### src/rtl/dmux_pkg.sv
// dmux_pkg: shared types and constants for the dmux_stream_n stream demultiplexer.
//   state_t   : packet FSM states (IDLE, BURST, DROP)
//   CNT_W     : width of each per-channel packet counter (DMUX_PKT_CNT_EN builds)
//   MAX_N_OUT : largest supported channel count
package dmux_pkg;

    typedef enum logic [1:0] {
        IDLE  = 2'd0,
        BURST = 2'd1,
        DROP  = 2'd2
    } state_t;

    localparam int CNT_W     = 16;
    localparam int MAX_N_OUT = 16;

endpackage

### src/rtl/dmux_out_reg.sv
// dmux_out_reg: one-entry valid/ready output buffer holding payload, last flag and
// the destination channel tag. A load wins over a drain in the same cycle, which is
// what lets a beat be accepted while the previous one leaves.
// Ports:
//   clk, rst_n          clock, asynchronous active-low reset
//   load                write a new entry this cycle
//   drain               current entry is taken by its sink this cycle
//   in_data/last/sel    entry contents to write
//   buf_v               entry present
//   buf_data/last/sel   stored entry
module dmux_out_reg
    import dmux_pkg::*;
#(
    parameter int DATA_W = 8,
    parameter int SEL_W  = 2
) (
    input  logic              clk,
    input  logic              rst_n,
    input  logic              load,
    input  logic              drain,
    input  logic [DATA_W-1:0] in_data,
    input  logic              in_last,
    input  logic [SEL_W-1:0]  in_sel,
    output logic              buf_v,
    output logic [DATA_W-1:0] buf_data,
    output logic              buf_last,
    output logic [SEL_W-1:0]  buf_sel
);

    always_ff @(posedge clk or negedge rst_n) begin
        if (!rst_n) begin
            buf_v    <= 1'b0;
            buf_data <= '0;
            buf_last <= 1'b0;
            buf_sel  <= '0;
        end else if (load) begin
            buf_v    <= 1'b1;
            buf_data <= in_data;
            buf_last <= in_last;
            buf_sel  <= in_sel;
        end else if (drain) begin
            buf_v    <= 1'b0;
        end
    end

endmodule

### src/rtl/dmux_stream_n.sv
// dmux_stream_n: 1-to-N_OUT valid/ready stream demultiplexer.
// The channel is taken from in_sel on the first beat of a packet and held until the
// in_last beat. Packets aimed at a non-existent channel are swallowed and flagged on
// err_sel. A single registered output entry gives 1-cycle latency at full rate.
// Optional feature macro: DMUX_PKT_CNT_EN adds pkt_cnt, one 16-bit wrapping counter
// per channel counting delivered last beats.
// Ports:
//   clk, rst_n                 clock, asynchronous active-low reset
//   in_valid/in_ready          input handshake
//   in_data/in_last/in_sel     input payload, end-of-packet, destination
//   out_valid[N_OUT]           one-hot-or-zero pending flag per channel
//   out_ready[N_OUT]           per-channel sink ready
//   out_data/out_last          shared payload bus for the flagged channel
//   busy                       inside a routed packet
//   err_sel                    1-cycle pulse on a dropped packet start
//   pkt_cnt (macro only)       N_OUT x 16-bit packet counters
module dmux_stream_n
    import dmux_pkg::*;
#(
    parameter  int N_OUT  = 4,
    parameter  int DATA_W = 8,
    localparam int SEL_W  = $clog2(N_OUT)
) (
    input  logic              clk,
    input  logic              rst_n,
    input  logic              in_valid,
    output logic              in_ready,
    input  logic [DATA_W-1:0] in_data,
    input  logic              in_last,
    input  logic [SEL_W-1:0]  in_sel,
    output logic [N_OUT-1:0]  out_valid,
    input  logic [N_OUT-1:0]  out_ready,
    output logic [DATA_W-1:0] out_data,
    output logic              out_last,
    output logic              busy,
    output logic              err_sel
`ifdef DMUX_PKT_CNT_EN
    ,
    output logic [N_OUT*CNT_W-1:0] pkt_cnt
`endif
);

    state_t             state;
    logic [SEL_W-1:0]   cur_sel;
    logic               buf_v;
    logic               buf_last;
    logic [DATA_W-1:0]  buf_data;
    logic [SEL_W-1:0]   buf_sel;
    logic               sel_ok;
    logic               buf_rdy;
    logic               accept;
    logic               load;
    logic [SEL_W-1:0]   ld_sel;

    assign sel_ok = int'(in_sel) < N_OUT;

    // Decode the buffered tag; only the tagged channel's ready can drain it.
    for (genvar k = 0; k < N_OUT; k++) begin : g_ov
        assign out_valid[k] = buf_v && (buf_sel == SEL_W'(k));
    end

    assign buf_rdy  = |(out_valid & out_ready);
    assign in_ready = (state == DROP) || !buf_v || buf_rdy;
    assign accept   = in_valid && in_ready;
    assign load     = accept && ((state == BURST) || (state == IDLE && sel_ok));
    assign ld_sel   = (state == IDLE) ? in_sel : cur_sel;
    assign out_data = buf_data;
    assign out_last = buf_last;

    dmux_out_reg #(
        .DATA_W (DATA_W),
        .SEL_W  (SEL_W)
    ) u_out_reg (
        .clk      (clk),
        .rst_n    (rst_n),
        .load     (load),
        .drain    (buf_rdy),
        .in_data  (in_data),
        .in_last  (in_last),
        .in_sel   (ld_sel),
        .buf_v    (buf_v),
        .buf_data (buf_data),
        .buf_last (buf_last),
        .buf_sel  (buf_sel)
    );

    always_ff @(posedge clk or negedge rst_n) begin
        if (!rst_n) begin
            state   <= IDLE;
            cur_sel <= '0;
            busy    <= 1'b0;
            err_sel <= 1'b0;
        end else begin
            err_sel <= 1'b0;
            if (accept) begin
                case (state)
                    IDLE: begin
                        if (sel_ok) begin
                            cur_sel <= in_sel;
                            if (!in_last) begin
                                state <= BURST;
                                busy  <= 1'b1;
                            end
                        end else begin
                            // single-beat bad packet never enters DROP
                            err_sel <= 1'b1;
                            if (!in_last) state <= DROP;
                        end
                    end
                    BURST: begin
                        if (in_last) begin
                            state <= IDLE;
                            busy  <= 1'b0;
                        end
                    end
                    DROP: begin
                        if (in_last) state <= IDLE;
                    end
                    default: begin
                        state <= IDLE;
                        busy  <= 1'b0;
                    end
                endcase
            end
        end
    end

`ifdef DMUX_PKT_CNT_EN
    for (genvar k = 0; k < N_OUT; k++) begin : g_cnt
        logic [CNT_W-1:0] cnt;
        always_ff @(posedge clk or negedge rst_n) begin
            if (!rst_n)
                cnt <= '0;
            else if (out_valid[k] && out_ready[k] && buf_last)
                cnt <= cnt + 1'b1;
        end
        assign pkt_cnt[k*CNT_W +: CNT_W] = cnt;
    end
`endif

endmodule
### config.mk
export PLATFORM = sky130hd
export DESIGN_NAME = dmux_stream_n
export DESIGN_NICKNAME = d
export VERILOG_FILES = /design/src/rtl/dmux_pkg.sv /design/src/rtl/dmux_out_reg.sv /design/src/rtl/dmux_stream_n.sv
export SDC_FILE = /design/constraint.sdc
export NUM_CORES = 1
export LEC_CHECK = 0
export ABC_AREA = 1
export CAP_MARGIN = 20
export CORE_UTILIZATION = 40
export DETAILED_ROUTE_END_ITERATION = 10
export PLACE_DENSITY = 0.83
export SYNTH_ARGS = -nofsm -noshare
export SYNTH_HDL_FRONTEND = slang
export SYNTH_SLANG_ARGS = --single-unit
### constraint.sdc
create_clock -name clk -period 4.1 [get_ports clk]
set_clock_uncertainty 0.1 [all_clocks]
set_input_delay 1.025 -clock clk [delete_from_list [all_inputs] [get_ports clk]]
set_output_delay 1.025 -clock clk [all_outputs]
set_load 0.01 [all_outputs]
Word-level counts from Yosys, hierarchy flattened
Index checks and enable logic that the tools add are counted.

word-level totals
  bits in registers = 17
  input port bits = 18
  logic and storage cells = 43
  output and inout bits = 16

operators by class
  equality and inequality tests = 8
  bitwise gates (word level) = 2
  reduce and logical (&&, ||, !) cells = 17
  multiplexer cells = 9

operators by type and width
  cell                                                                      count
  2-bit equality test (second input constant)                               3
  1-bit logical AND                                                         6
  2-bit two-way mux                                                         3
  4-bit bitwise AND                                                         1
  2-bit by 1-bit equality test with 1-bit output (second input constant)    2
  2-bit logical NOT                                                         2
  1-bit two-way mux                                                         4
  2-bit inequality test (second input constant)                             2
  2-bit case mux with 2 select lines                                        1
  4-bit AND reduction                                                       1
  4-bit OR reduction                                                        1
  1-bit logical OR                                                          3
  1-bit case mux with 3 select lines                                        1
  3-bit AND reduction                                                       1
  2-bit by 1-bit inequality test with 1-bit output (second input constant)  1
  2-bit nonzero test                                                        1
  2-bit OR reduction                                                        1
  1-bit logical NOT                                                         1
  1-bit NOT                                                                 1

Longest topological paths before layout
Gate-level depths: netlist of the first run.

  word-level depth = 8
  depth in mapped cells = 10
  depth with buffers taken out = 9

By module
Synthesis of the first run repeated with hierarchy kept, for this count alone.

unflattened totals
  cells, all modules = 88
  area, all modules = 706.9 sq um

by module, submodules not included
  module         area an instance (sq um)  cells an instance  instances  sequential area each (sq um)
  dmux_out_reg   457.9                     51                 1          300.3
  dmux_stream_n  249.0                     37                 1          75.1

Least setup slack after synthesis of the first run
No wires, ideal clock.

  kind = in2out
  start point = in out_ready[3]
  end point = out in_ready
  slack = 1472 ps
  arrival = 1503 ps
  buffers on the path = 1
  data required time = 2975 ps
  stages on the path = 5
  path through = inv_1 -> o21bai_1 -> nor2_1 -> nand2_2 -> buf_4

between the ends
  word-level cells in the longest chain between the ends = 3

ends and longest elaborated chain
  what                line                 source
  from (decl)         dmux_stream_n.sv:32  input logic [N_OUT-1:0] out_ready,
  4-bit bitwise AND   dmux_stream_n.sv:62  assign buf_rdy = |(out_valid & out_ready);
  4-bit OR reduction  dmux_stream_n.sv:62
  1-bit logical OR    dmux_stream_n.sv:63  assign in_ready = (state == DROP) || !buf_v || buf_rdy;
  to (decl)           dmux_stream_n.sv:27  output logic in_ready,

Every way passes these cells.

Final worst setup path of the first run
  start point = in out_ready[1]
  end point = out in_ready

The elaborated chain is that of the path after synthesis.

==> results of run 1 <==
[flip-flops by register name, indices dropped and copies added (netlist names)]
| register | count |
|---|---|
| u_out_reg.buf_data | 8 |
| cur_sel | 2 |
| u_out_reg.buf_last | 1 |
| busy | 1 |
| u_out_reg.buf_v | 1 |
[worst register-to-register path, stage by stage (launching register included)]
cell	delay, ns
dfrtp_1	0.49
nand2_1	0.09
o21bai_1	0.14
nor2_1	0.08
nand2_2	0.07
buf_4	0.19
nand2_2	0.17
nand2_1	0.11
nand2_1	0.05
[area by class of cell]
type	count	area, um2
well taps	15	18.77
multi-input cells	53	240.2
flip-flops and latches	13	325.3
clock buffers	4	26.28
repair buffers	33	327.8
inverters	8	30.03
fillers	126	414.1
[worst paths after layout]
check	start	to	slack, ns	cells after the start
setup / recovery	out_ready[1]	in_ready	0.61	6
hold / removal	u_out_reg.buf_data[7]	u_out_reg.buf_data[7]	0.37	2
setup reg to reg	cur_sel[1]	u_out_reg.buf_data[4]	2.49	8
hold reg to reg	u_out_reg.buf_data[7]	u_out_reg.buf_data[7]	0.37	2
max in group asynchronous	rst_n	u_out_reg.buf_data[7]	2.52	1
min in group asynchronous	rst_n	u_out_reg.buf_last	1.00	1
[power by group through the flow]
stage	Sequential, mW	Clock [mW]	Combinational, mW
floorplan	0.252	0	0.182
CTS	0.240	0.0824	0.378
global placement	0.242	0	0.364
finish	0.240	0.0801	0.373
detailed placement	0.241	0	0.377
global route	0.251	0.0889	0.411
[cell usage after synthesis]
library cell	instances
nand2_1	27
dfrtp_1	13
nand3_1	11
inv_1	7
nor2_1	4
nand2_2	3
nand4_1	3
buf_2	2
buf_4	2
nor3_1	2
buf_6	1
conb_1	1
inv_2	1
nor3_2	1
o21bai_1	1
[metrics by stage]
| step | cell area, um2 | utilization (%) | instances | hold slack [ns] | power, mW |
|---|---|---|---|---|---|
| after global routing | 968.4 | 70.05 | 126 | 0.3996 | 0.7505 |
| after floorplan | 631.9 | - | 79 | 0.4057 | 0.4341 |
| final | 968.4 | 70.05 | 126 | 0.3717 | 0.6935 |
| after CTS | 968.4 | 70.05 | 126 | 0.3773 | 0.7010 |
| after global placement | 942.2 | 68.14 | 122 | 0.3538 | 0.6059 |
| after detailed placement | 942.2 | 68.14 | 122 | 0.3571 | 0.6176 |
[kinds of logic (layout without fill, tap and decap cells)]
| family | Yosys count | after routing | share of synthesized area, % |
|---|---|---|---|
| simple gates | 51 | 51 | 36.24 |
| flops | 13 | 13 | 51.48 |
| buf+inv | 13 | 45 | 10.49 |
| other cells | 1 | 1 | 0.5935 |
| compound gates | 1 | 1 | 1.189 |
[routing by layer]
metal	track usage [%]	wire length [um]	vias up
met3	5.217	105	4
li1	-	-	307
met4	13.55	44	0
met5	0	0	-
met1	21.79	595	272
met2	30.31	674	25
==> impl_metrics.csv, run 1 <==
group,metric,value,unit
sta,rsz0062_at_grt,"false",
route,vias_per_cell,4.825,
global_routing,grt_pass1_vias,563,
pwr,power.share.clock,11.5,%
logic_synthesis,synth_top_cell_area_share,51.49,%
logic_synthesis,synth_warnings,0,
logic_synthesis,syn_area,631.9,um2
route,num_vias,608,
logic_synthesis,ys_top_cells_by_area,"dfrtp_1 (51%), nand2_1 (16%), nand3_1 (8.7%)",
logic_synthesis,yosysUniqueCellTypes,15,
setup_path,startpoint_type,"input port",
pwr,intPower,419.8,uW
route,routedWlPerCell,11.28,um
global_routing,globalRouteTotalUtil,19.03,%
status,outcome,"finished, final reports clean",
finish,final_nets,130,
placement,place_congestion,0.8352,
clock_tree,cts_resized,0,
global_routing,antenna_found_initial,0,
global_routing,grt_pass1_wl,2428,um
route,first_iter_violations,16,
global_routing,grt_max_degree,15,
clock_tree,clkSinkCount,13,
sta,fmax,0.2866,GHz
run,cap_violations,0,
floorplan,start_util,45.70,%
clock_tree,tritoncts,"done",
sta,slew_headroom,62.17,%
sta,drv_slew,0,
logic_synthesis,yosysTopAreaCell,"dfrtp_1",
floorplan,dieArea,1743,um2
clock_tree,cts_buffer_depth,2,
route,drc,0,
pwr,powerDensity,716.1,nW/um2
placement,numPortBuffers,32,
setup_path,crit_top_cell,"clkdlybuf4s50_1",
floorplan,core,1383,um2
sta,fin_crit_sh,85.09,%
floorplan,die_w,41.75,um
sta,fin_crit,3.489,ns
pwr,combPwrFrac,53.8,%
setup_path,cp.required,2.97,ns
setup_path,crit_fanout,2,
pwr,pwr-share-seq,34.6,%
finish,drive_above_1_share,8.108,%
floorplan,ios,34,
setup_path,cp_slowest_cell,"clkdlybuf4s50_1",
route,ant_nets,0,
logic_synthesis,synth_nets,97,
sta,final-hold-violation-count,0,
finish,final_common_cell,"clkdlybuf4s50_1",
global_routing,overflow,0,
setup_path,end_kind,"primary output",
setup_path,cp_slowest_stage_delay,0.55,ns
finish,layout_common_cells,"clkdlybuf4s50_1 (32), nand2_1 (27), dfrtp_1 (13)",
placement,dp_hpwl,1058,um
logic_synthesis,ys_ff_latch,13,
sta,tns,0,ns
floorplan,die_h,41.75,um
sta,setup_ws,0.6114,ns
route,dr.pass1.iters,4,
clock_tree,clk-insertion-delay-late,0.28,ns
pwr,power.share.switching,39.47,%
sta,setup_viol,0,
setup_path,criticalPathCategory,"in -> out",
setup_path,cp_top_family,"buffers and inverters",
clock_tree,ctsHoldBuffers,0,
sta,worst_pin_slew,0.5657,ns
finish,area_growth,53.27,%
setup_path,arrival,2.36,ns
logic_synthesis,synth_seq_area_share,51.49,%
setup_path,crit_buf_inv,3,
pwr,ir_drop,0.5107,mV
pwr,power.leakage,0.4757,nW
floorplan,fp-row-count,13,
placement,dp_slack,0.6230,ns
clock_tree,cts_buffers,3,
finish,antenna_cells,0,
clock_tree,post_cts_buffers,0,
hold_path,worstHoldPathType,"reg -> reg",
clock_tree,clkSlewWorstSetupHoldPaths,0.08,ns
logic_synthesis,synth_cells,79,
logic_synthesis,avgSynthCellArea,7.998,um2
clock_tree,htreeDepth,1,
route,totalWireLength,1421,um
clock_tree,cts_root_buf,"clkbuf_4",
setup_path,crit_chain,"clkdlybuf4s50_1 > inv_1 > nor3_2 > nor2_1 > nand2_2 > clkdlybuf4s50_1",
pwr,switchingPower,273.7,uW
Note: power is estimated with default switching activity, not from simulation.
==> run 2: changes to the inputs <==
--- a/config.mk
+++ b/config.mk
@@ -7,9 +7,11 @@
 export LEC_CHECK = 0
 export ABC_AREA = 1
 export CAP_MARGIN = 20
-export CORE_UTILIZATION = 40
+export CORE_UTILIZATION = 42
 export DETAILED_ROUTE_END_ITERATION = 10
 export PLACE_DENSITY = 0.83
+export REMOVE_ABC_BUFFERS = 1
 export SYNTH_ARGS = -nofsm -noshare
 export SYNTH_HDL_FRONTEND = slang
+export SYNTH_HIERARCHICAL = 1
 export SYNTH_SLANG_ARGS = --single-unit
==> impl_metrics.csv, run 2 <==
group,metric,value,unit
status,outcome,"finished, final reports clean",
route,routedWlPerCell,11.28,um
setup_path,crit_top_cell,"clkdlybuf4s50_1",
sta,fin_crit_sh,86.54,%
finish,antenna_cells,0,
setup_path,crit_buf_inv,2,
logic_synthesis,ys_ff_latch,15,
global_routing,grt_pass1_wl,2504,um
clock_tree,tritoncts,"done",
pwr,ir_drop,0.4435,mV
floorplan,core,1541,um2
clock_tree,cts_root_buf,"clkbuf_4",
finish,final_nets,140,
clock_tree,post_cts_buffers,0,
clock_tree,clkSinkCount,15,
placement,dp.cells,133,
logic_synthesis,avgSynthCellArea,8.033,um2
logic_synthesis,synth_cells,88,
logic_synthesis,synth_seq_area_share,53.10,%
finish,stdcell_count,137,
setup_path,criticalPathCategory,"in -> out",
clock_tree,cts_buffers,3,
logic_synthesis,synth_top_cell_area_share,53.10,%
placement,dp_slack,0.5558,ns
pwr,powerDensity,719.1,nW/um2
setup_path,cp_slowest_stage_delay,0.55,ns
global_routing,globalRouteTotalUtil,17.93,%
floorplan,fp-row-count,14,
logic_synthesis,ys_top_cells_by_area,"dfrtp_1 (53%), nand2_1 (23%), inv_1 (3.2%)",
sta,slew_headroom,56.50,%
route,num_vias,667,
finish,layout_common_cells,"nand2_1 (44), clkdlybuf4s50_1 (32), dfrtp_1 (15)",
sta,setup_viol,0,
hold_path,worstHoldPathType,"reg -> reg",
logic_synthesis,synth_edf_count,0,
setup_path,cp_top_family,"buffers and inverters",
sta,fin_crit,3.548,ns
clock_tree,htreeDepth,1,
route,first_iter_violations,5,
sta,worst_pin_slew,0.6504,ns
finish,drive_above_1_share,9.091,%
clock_tree,clk-insertion-delay-late,0.28,ns
finish,largest_register_ffs,8,
logic_synthesis,synthFlopType,"dfrtp_1",
sta,drv_slew,0,
run,cap_violations,0,
setup_path,arrival,2.42,ns
setup_path,cp_slowest_cell,"clkdlybuf4s50_1",
route,drc,0,
setup_path,end_kind,"primary output",
floorplan,ios,34,
sta,fmax,0.2818,GHz
setup_path,startpoint_type,"input port",
clock_tree,clkSlewWorstSetupHoldPaths,0.08,ns
logic_synthesis,ys_async_sr_fraction,100.0,%
global_routing,overflow,0,
floorplan,die_w,43.03,um
floorplan,start_util,45.86,%
sta,final-hold-violation-count,0,
placement,dp_hpwl,1213,um
setup_path,cp.required,2.97,ns
clock_tree,cts_resized,0,
logic_synthesis,yosysTopAreaCell,"dfrtp_1",
sta,rsz0062_at_grt,"false",
setup_path,crit_chain,"clkdlybuf4s50_1 > nand4_1 > nand2_1 > nor2_2 > nand2_2 > clkdlybuf4s50_1",
logic_synthesis,yosysMostFrequentCell,"nand2_1",
floorplan,dieArea,1851,um2
finish,largestRegisters,"u_out_reg/buf_data (8), cur_sel (2), u_out_reg/buf_sel (2)",
global_routing,grt_max_degree,16,
clock_tree,ctsHoldBuffers,0,
logic_synthesis,synth_warnings,6,
floorplan,die_h,43.03,um
global_routing,antenna_found_initial,0,
placement,numPortBuffers,32,
route,totalWireLength,1545,um
sta,setup_ws,0.5520,ns
pwr,power.leakage,0.5402,nW
finish,final_common_cell,"nand2_1",
setup_path,rrSetupSlack,2.26,ns
placement,place_congestion,0.6615,
route,vias_per_cell,4.869,
route,dr.pass1.iters,4,
setup_path,crit_fanout,5,
logic_synthesis,synth_commonest_cells,"nand2_1 (44), dfrtp_1 (15), inv_1 (6)",
finish,area_growth,48.32,%
global_routing,grt_pass1_vias,635,
logic_synthesis,syn_area,706.9,um2
clock_tree,cts_buffer_depth,2,
sta,tns,0,ns
logic_synthesis,yosysUniqueCellTypes,15,
finish,top_register,"u_out_reg/buf_data",
route,ant_nets,0,
[run 2: cells by family after synthesis]
logic type	share of synthesized area, %
buf+inv	7.964
flops	53.10
mux	3.186
other cells	0.5305
simple gates	35.22
[run 2: final timing paths]
check / from / end / depth (start not counted)
max in group asynchronous: rst_n / u_out_reg/buf_data[7] / 1
min: cur_sel[0] / cur_sel[0] / 2
max reg2reg: u_out_reg/buf_sel[0] / u_out_reg/buf_last / 10
min in group asynchronous: rst_n / u_out_reg/buf_sel[1] / 1
max: out_ready[2] / in_ready / 6
min reg2reg: cur_sel[0] / cur_sel[0] / 2
[run 2: worst min-delay path: stages (launching register included)]
cell and delay (ns):
dfrtp_1 0.34, nand2_1 0.06, nand2_1 0.05
[run 2: where the power goes]
| part | total, mW | internal, mW | switching [mW] |
|---|---|---|---|
| clock network | 0.0825 | 0.0362 | 0.0463 |
| registers | 0.282 | 0.219 | 0.0631 |
| logic | 0.389 | 0.198 | 0.191 |
[run 2: area by class of cell]
class	count	area [um2]
fill	130	493.0
inverter	8	30.03
tap	16	20.02
multi-input combinational	62	275.3
sequential	15	375.4
clock inverter	1	5.005
timing repair buffer	32	320.3
clock buffer	3	22.52
[run 2: routing by layer]
| metal | up-vias | part of all wire [%] | global-route usage, % | wire (um) |
|---|---|---|---|---|
| met1 | 307 | 41 | 20.50 | 633 |
| met3 | 0 | 7.2 | 4.255 | 112 |
| li1 | 333 | - | - | - |
| met2 | 27 | 52 | 32.73 | 799 |
| met4 | 0 | 0 | 5.455 | 0 |
| met5 | - | 0 | 0 | 0 |
[run 2: stage by stage]
step	area, um2	hold WS [ns]	util, %	power [mW]
6_report	1049	0.3801	68.02	0.7540
5_1_grt	1049	0.4061	68.02	0.8139
4_1_cts	1049	0.3804	68.02	0.7597
2_1_floorplan	680.7	0.3364	-	0.4703
3_3_place_gp	1021	0.3534	66.23	0.6590
3_5_place_dp	1021	0.3610	66.23	0.6747
==> run 3: changes to the inputs <==
--- a/config.mk
+++ b/config.mk
@@ -5,9 +5,8 @@
 export SDC_FILE = /design/constraint.sdc
 export NUM_CORES = 1
 export LEC_CHECK = 0
-export ABC_AREA = 1
 export CAP_MARGIN = 20
-export CORE_UTILIZATION = 42
+export CORE_UTILIZATION = 43
 export DETAILED_ROUTE_END_ITERATION = 10
 export PLACE_DENSITY = 0.83
 export REMOVE_ABC_BUFFERS = 1
==> impl_metrics.csv, run 3 <==
group,metric,value,unit
finish,layout_common_cells,"clkdlybuf4s50_1 (32), dfrtp_1 (15), mux2_4 (11)",
route,first_iter_violations,7,
logic_synthesis,synthAdderAreaFrac,0,%
finish,stdcell_count,102,
logic_synthesis,synthFlopType,"dfrtp_1",
logic_synthesis,ys_async_sr_fraction,100.0,%
sta,final-hold-violation-count,0,
run,cap_violations,0,
pwr,powerDensity,743.4,nW/um2
logic_synthesis,synth_warnings,6,
route,num_vias,505,
logic_synthesis,synth_commonest_cells,"dfrtp_1 (15), mux2_4 (11), mux2_2 (4)",
clock_tree,cts_buffer_depth,2,
setup_path,startpoint,"out_ready[3]",
setup_path,crit_fanout,3,
logic_synthesis,avgSynthCellArea,14.77,um2
setup_path,r2r-end,"u_out_reg/buf_data[5]",
route,routedWlPerCell,13.54,um
setup_path,end_kind,"primary output",
logic_synthesis,synthMuxAreaShare,31.89,%
hold_path,worstHoldPathType,"reg -> reg",
finish,top_register,"u_out_reg/buf_data",
route,totalWireLength,1381,um
placement,place_area,1082,um2
logic_synthesis,synth_edf_count,0,
floorplan,die_h,43.86,um
clock_tree,ctsHoldBuffers,0,
logic_synthesis,ys_ff_latch,15,
clock_tree,cts_buffers,3,
global_routing,overflow,0,
setup_path,startpoint_type,"input port",
route,vias_per_cell,4.951,
clock_tree,clkSlewWorstSetupHoldPaths,0.08,ns
floorplan,start_util,47.78,%
pwr,ir_drop,0.3719,mV
pwr,design_power_total,824.1,uW
placement,dp_hpwl,1011,um
logic_synthesis,synthSimpleGateAreaFrac,8.140,%
route,dr.pass1.iters,6,
setup_path,criticalPathCategory,"in -> out",
finish,drive_above_1_share,29.07,%
hold_path,holdPathEnd,"cur_sel[0]",
route,ant_nets,0,
placement,place_congestion,0.6617,
sta,setup_viol,0,
global_routing,antenna_found_initial,0,
finish,largestRegisters,"u_out_reg/buf_data (8), cur_sel (2), u_out_reg/buf_sel (2)",
sta,worst_pin_slew,0.6395,ns
finish,final_nets,105,
finish,fin_area,1109,um2
logic_synthesis,yosysTopAreaCell,"dfrtp_1",
logic_synthesis,synthXorXnorAreaFrac,0,%
logic_synthesis,synth_compound_area_share,5.648,%
finish,finalCoreUtilization,70.32,%
floorplan,dieArea,1923,um2
finish,final_common_cell,"clkdlybuf4s50_1",
route,drc,0,
sta,fin_crit_sh,86.58,%
clock_tree,cts_root_buf,"clkbuf_4",
clock_tree,post_cts_buffers,0,
clock_tree,clk-insertion-delay-late,0.27,ns
hold_path,hold_path.startpoint,"cur_sel[0]",
finish,largest_register_ffs,8,
clock_tree,htreeDepth,1,
sta,slew_headroom,57.23,%
global_routing,grt_pass1_wl,2304,um
hold_path,min_path_cells,1,
logic_synthesis,synth_top_cell_area_share,49.83,%
floorplan,core,1577,um2
floorplan,ios,34,
clock_tree,clkSinkCount,15,
clock_tree,tritoncts,"done",
placement,dp.cells,98,
logic_synthesis,yosysUniqueCellTypes,19,
logic_synthesis,synth_seq_area_share,49.83,%
sta,fmax,0.2817,GHz
setup_path,arrival,2.42,ns
finish,area_growth,47.18,%
floorplan,die_w,43.86,um
sta,rsz0062_at_grt,"false",
pwr,power.leakage,0.4995,nW
global_routing,globalRouteTotalUtil,16.08,%
global_routing,grt_max_degree,16,
logic_synthesis,ys_top_cells_by_area,"dfrtp_1 (50%), mux2_4 (22%), mux2_2 (6.0%)",
placement,numPortBuffers,32,
sta,tns,0,ns
setup_path,rr_startpoint,"u_out_reg/buf_sel[0]",
setup_path,cp.required,2.97,ns
global_routing,grt_pass1_vias,565,
logic_synthesis,synth_top_family_by_area,"multiplexers",
sta,drv_slew,0,
logic_synthesis,syn_area,753.2,um2
setup_path,ff2ff_path_depth,4,
status,outcome,"finished, final reports clean",
sta,fin_crit,3.550,ns
clock_tree,cts_resized,0,
floorplan,fp-row-count,14,
logic_synthesis,yosysMostFrequentCell,"dfrtp_1",
finish,antenna_cells,0,
setup_path,rrSetupSlack,2.22,ns
logic_synthesis,synth_cells,51,
[run 3: changes by cell type after synthesis, moves of 3 or more]
cell / before / now
inv_1: 6 / 3
nand3_1: 4 / 0
mux2_4: 0 / 11
nor2_1: 3 / 0
mux2i_1: 0 / 3
nand4_1: 3 / 0
nand2_1: 44 / 1
[run 3: worst max-delay path, cell delays in order]
cell	delay [ns]
clkdlybuf4s50_1	0.40
mux2i_1	0.35
a22oi_1	0.15
clkdlybuf4s50_1	0.50
[run 3: worst max-delay path by stage]
stage / end / slack (ns) / cells past startpoint
floorplan: in_ready / 1.47 / 2
global placement: in_ready / 0.60 / 4
detailed placement: in_ready / 0.54 / 4
CTS: in_ready / 0.54 / 4
global route: in_ready / 0.44 / 4
finish: in_ready / 0.55 / 4
[run 3: power breakdown]
group | switching [mW] | internal (mW)
sequential | 0.0586 | 0.224
clock | 0.0431 | 0.0376
combinational | 0.158 | 0.303
total | 0.260 | 0.564
[run 3: layer usage]
layer,vias to the layer above,routed length [um],track usage (%),part of all wire (%)
met3,0,94,2.917,6.8
met1,235,630,20.33,46
met2,24,655,28.66,47
met4,0,0,3.636,0
li1,246,-,-,-
met5,-,0,0,0
[run 3: cell type report]
type	instances	area (um2)
Fill cell	116	467.9
Tap cell	16	20.02
Clock buffer	4	26.28
Timing Repair Buffer	33	327.8
Sequential cell	15	375.4
Inverter	3	11.26
Multi-Input combinational cell	31	347.8
[run 3: stage by stage]
step	hold slack (ns)	setup WS, ns
2_1_floorplan	0.3762	1.467
3_3_place_gp	0.3890	0.5963
3_5_place_dp	0.3907	0.5425
4_1_cts	0.4198	0.5369
5_1_grt	0.4383	0.4415
6_report	0.4199	0.5502
[run 3: logic make-up after synthesis]
| kind of cell | Yosys count |
|---|---|
| AOI/OAI and AO/OA | 3 |
| DFF | 15 |
| and+or+nand+nor | 9 |
| other | 1 |
| muxes | 18 |
| buffers and inverters | 5 |
==> edit 1: new RTL, config.mk and constraints of run 3 <==
Re-encode `state_t` (3 states) as one-hot, 3 bits wide.
--- a/src/rtl/dmux_pkg.sv
+++ b/src/rtl/dmux_pkg.sv
@@ -4,10 +4,10 @@
 //   MAX_N_OUT : largest supported channel count
 package dmux_pkg;
 
-    typedef enum logic [1:0] {
-        IDLE  = 2'd0,
-        BURST = 2'd1,
-        DROP  = 2'd2
+    typedef enum logic [2:0] {
+        IDLE  = 3'b001,
+        BURST = 3'b010,
+        DROP  = 3'b100
     } state_t;
 
     localparam int CNT_W     = 16;
Function: same outputs for any inputs over 10 cycles, from zero or initial values and one cycle with rst_n low; not proved beyond that.
==> edit 1 against run 3 <==
Power grew 4.1%. Clock power is 2% higher. Sequential cell count up 1. Setup slack got worse by 170 ps. First-iteration DRC count stayed put. Final cell count increased by 18%. Combinational power rose by 4%. Die area rose by 6.7%. Area after synthesis rose by 7.0%. Cell area rose by 5.8%. Routed wire length grew 3.9%. Critical endpoint unchanged.
==> edit 1: results (changes against run 3) <==
nNetsFinal: 116  # +10%
p_clk_share_pct: 9.6  # -0.2 points
firstDrtPassIters: 4  # -2
clockBufferDepth: 2  # unchanged
async_reset_ff_share_pct: 100  # unchanged
slew_headroom_pct: 53.2  # -4.0 points
clk_latency_ps: 280
powerSeq_mw: 0.298  # +5%
worstReg2RegEnd: "u_out_reg/buf_data[5]$_DFFE_PN0P_"
grt_pass1_vias: 604  # +6.9%
postSynthCellCount: 60  # +18%
swShare_pct: 32.0  # +0.46 points
synth_cell_type_count: 23  # +4
via_per_inst: 4.68  # -5.6%
htreeDepth: 1  # unchanged
ys_top_cells_by_count: "dfrtp_1 (15), mux2_4 (9), mux2_2 (6), inv_1 (5), nor2_1 (5)"
vdd_drop_max_uv: 405  # +9.0%
holdCritPathClass: "register to register"
top_regs: "u_out_reg/buf_data (8), cur_sel (2), u_out_reg/buf_sel (2)"
synth.yosys.seq_area_share_pct: 49.8  # about the same
num_vias: 561  # +11%
synth-adder-area-share_pct: 3.11  # +3.1 points
ctsResizeCount: 0  # unchanged
grt_max_degree: 17  # +1
cts_hold_buf: 0  # unchanged
yosys_warnings: 6  # unchanged
crit_path_top_delay_cell: "mux4_2"
status: "complete, no violations"
post_cts_buffers: 0  # unchanged
grt_pass1_wl_um: 2480  # +7.8%
p_int_mw: 0.584  # +3.4%
n_antenna_cell: 0  # unchanged
synth_area_leaders: "dfrtp_1 (47%), mux2_4 (17%), mux2_2 (8.4%)"
r2r_start: "u_out_reg/buf_sel[0]$_DFFE_PN0P_"
synth_compound_area_share_pct: 6.52  # +0.87 points
dr.first_iter.drc_count: 7  # unchanged
reg2reg_slack_ps: 1790  # -430 ps
reg2regPathDepth: 5  # +1
portBuffers: 32  # unchanged
p_leak_nw: 0.518  # +3.7%
critPathMaxStageDelay_ps: 530  # +30 ps
synthMuxAreaShare_pct: 28.0  # -3.9 points
gp_congestion: 0.713  # +7.7%
crit_path_max_fanout: 5  # +2
nFillCells: 134  # +16%
drive_gt1_share_pct: 24.2  # -4.9 points
hpwl_um: 1120  # +11%
drt-total-wl_um: 1440  # +3.9%
arrival_ps: 2590  # +170 ps
globalRouteTotalUtil_pct: 16.8  # +0.67 points
edit 1: cell count changes after synthesis, sizes merged, moves of 2 or more:
cell / before / now
inv: 3 / 5
nor2: 0 / 5
mux2i: 3 / 0
and2b: 2 / 0
ha: 0 / 2
edit 1: area by class of cell:
class / instances / area share (%)
Clock buffer: 4 / 2.24
Multi-Input combinational cell: 37 / 31.3
Sequential cell: 16 / 34.3
Timing Repair Buffer: 33 / 28.0
Tap cell: 25 / 2.67
Inverter: 5 / 1.60
edit 1: layer usage:
| metal | wire length (um) | global-route usage, % |
|---|---|---|
| met5 | 0 | 0 |
| met4 | 0 | 5.45 |
| met3 | 98 | 2.80 |
| met2 | 687 | 27.0 |
| met1 | 648 | 23.1 |
edit 1: stage by stage:
step           setup slack (ps)  hold WS [ps]  utilization (%)  instance area, um2
2_1_floorplan              1250           375                -                 787
5_1_grt                     318           434             67.2                1170
6_report                    383           417             67.2                1170
4_1_cts                     366           421             67.2                1170
3_3_place_gp                398           384             65.7                1150
3_5_place_dp                370           392             65.7                1150
==> edit 2: new RTL, settings of run 3 <==
Made on the original files. The parameter `N_OUT` goes from 4 to 8.
--- a/src/rtl/dmux_stream_n.sv
+++ b/src/rtl/dmux_stream_n.sv
@@ -17,7 +17,7 @@
 module dmux_stream_n
     import dmux_pkg::*;
 #(
-    parameter  int N_OUT  = 4,
+    parameter  int N_OUT  = 8,
     parameter  int DATA_W = 8,
     localparam int SEL_W  = $clog2(N_OUT)
 ) (
Interface: changed (resized in_sel, out_ready and out_valid); port bits go from 34 to 43. No check against the original RTL was run, so the function may have changed too.
==> edit 2 against run 3 <==
Area after synthesis rose by 19%. Clock power rose by 2%. Die area rose by 18%. Power rose by 20%. Setup slack got worse by 130 ps. Non-clock buffer count rose by 8. Core utilization fell by 2.1 points. Count of clock-buffer cells in the layout did not move. Cell area rose by 21%. Sequential cell count rose by 2. Global-route usage rose by 1.3 points. Synthesized cell count rose by 33%. Fmax fell by 3.5%. Routed wire length rose by 30%.
==> edit 2: results (changes against run 3) <==
status: "complete, no violations"
fin_crit_ps: 3680  # +128 ps
gp_congestion: 0.604  # -8.7%
dp.cells: 133  # +36%
dr.first_iter.drc_count: 6  # -1
p_leak_nw: 0.601  # +20%
dpl_cell_area_um2: 1310  # +21%
swShare_pct: 33.6  # +2.1 points
postSynthCellCount: 68  # +33%
via_per_inst: 4.77  # -3.7%
numCtsBuffers: 3  # unchanged
crit_path_max_fanout: 2  # -1
hpwl_um: 1450  # +43%
drive_gt1_share_pct: 22.7  # -6.3 points
p_comb_share_pct: 57.9  # +2.0 points
met1_length_um: 759  # +20%
firstDrtPassIters: 3  # -3
globalRouteTotalUtil_pct: 17.4  # +1.3 points
grt_pass1_wl_um: 2700  # +17%
slew_headroom_pct: 52.5  # -4.8 points
dp_slack_ps: 421  # -122 ps
portBuffers: 41  # +28%
wl_met2_um: 907  # +38%
nNetsFinal: 134  # +28%
critPathMaxStageDelay_ps: 530  # +30 ps
use_met1_pct: 19.5  # -0.81 points
finalNonFillerCells: 137  # +34%
reg2reg_slack_ps: 1690  # -530 ps
drt-total-wl_um: 1800  # +30%
vdd_drop_max_uv: 423  # +14%
p_clk_share_pct: 8.3  # -1.5 points
startpoint: "out_ready[7]"
wl_met3_um: 136  # +45%
ys_top_cells_by_count: "dfrtp_1 (17), mux2_4 (12), nor2_1 (9), inv_1 (6), mux2_2 (6)"
worstReg2RegEnd: "u_out_reg/buf_last$_DFFE_PN0P_"
reg2regPathDepth: 5  # +1
nFillCells: 176  # +52%
grt_use_met2_pct: 32.6  # +3.9 points
arrival_ps: 2550  # +130 ps
clock_net_power_mw: 0.0822  # +2%
fin_hold_ws_ps: 412  # -7.56 ps
synth.yosys.seq_area_share_pct: 47.6  # -2.2 points
-- edit 2: cell count changes in the layout (fill, tap and decap cells not counted), sizes merged, moves of 2 or more --
cell and change:
nand3b +2, o22ai +2, and3 -2, mux2i +2, mux2 +3, inv +3, and2b -2, and2 -2
nor2 +9, clkdlybuf4s50 +9, dfrtp +2
-- edit 2: layout make-up --
class,instances,share of cell area (%)
clock buffers,4,1.96
flip-flops and latches,17,31.8
inverters,6,1.68
multi-input cells,42,31.3
well taps,27,2.53
repair buffers,41,30.7
-- edit 2: cells by family (layout without fill, tap and decap cells) --
kind of cell           Yosys count  count (layout)  synth area share, %
and+or+nand+nor                 14              14                 7.70
other                            1               1                0.420
buffers and inverters            9              51                 5.46
AOI/OAI and AO/OA                4               4                 5.46
DFF                             17              17                 47.6
muxes                           23              23                 33.3
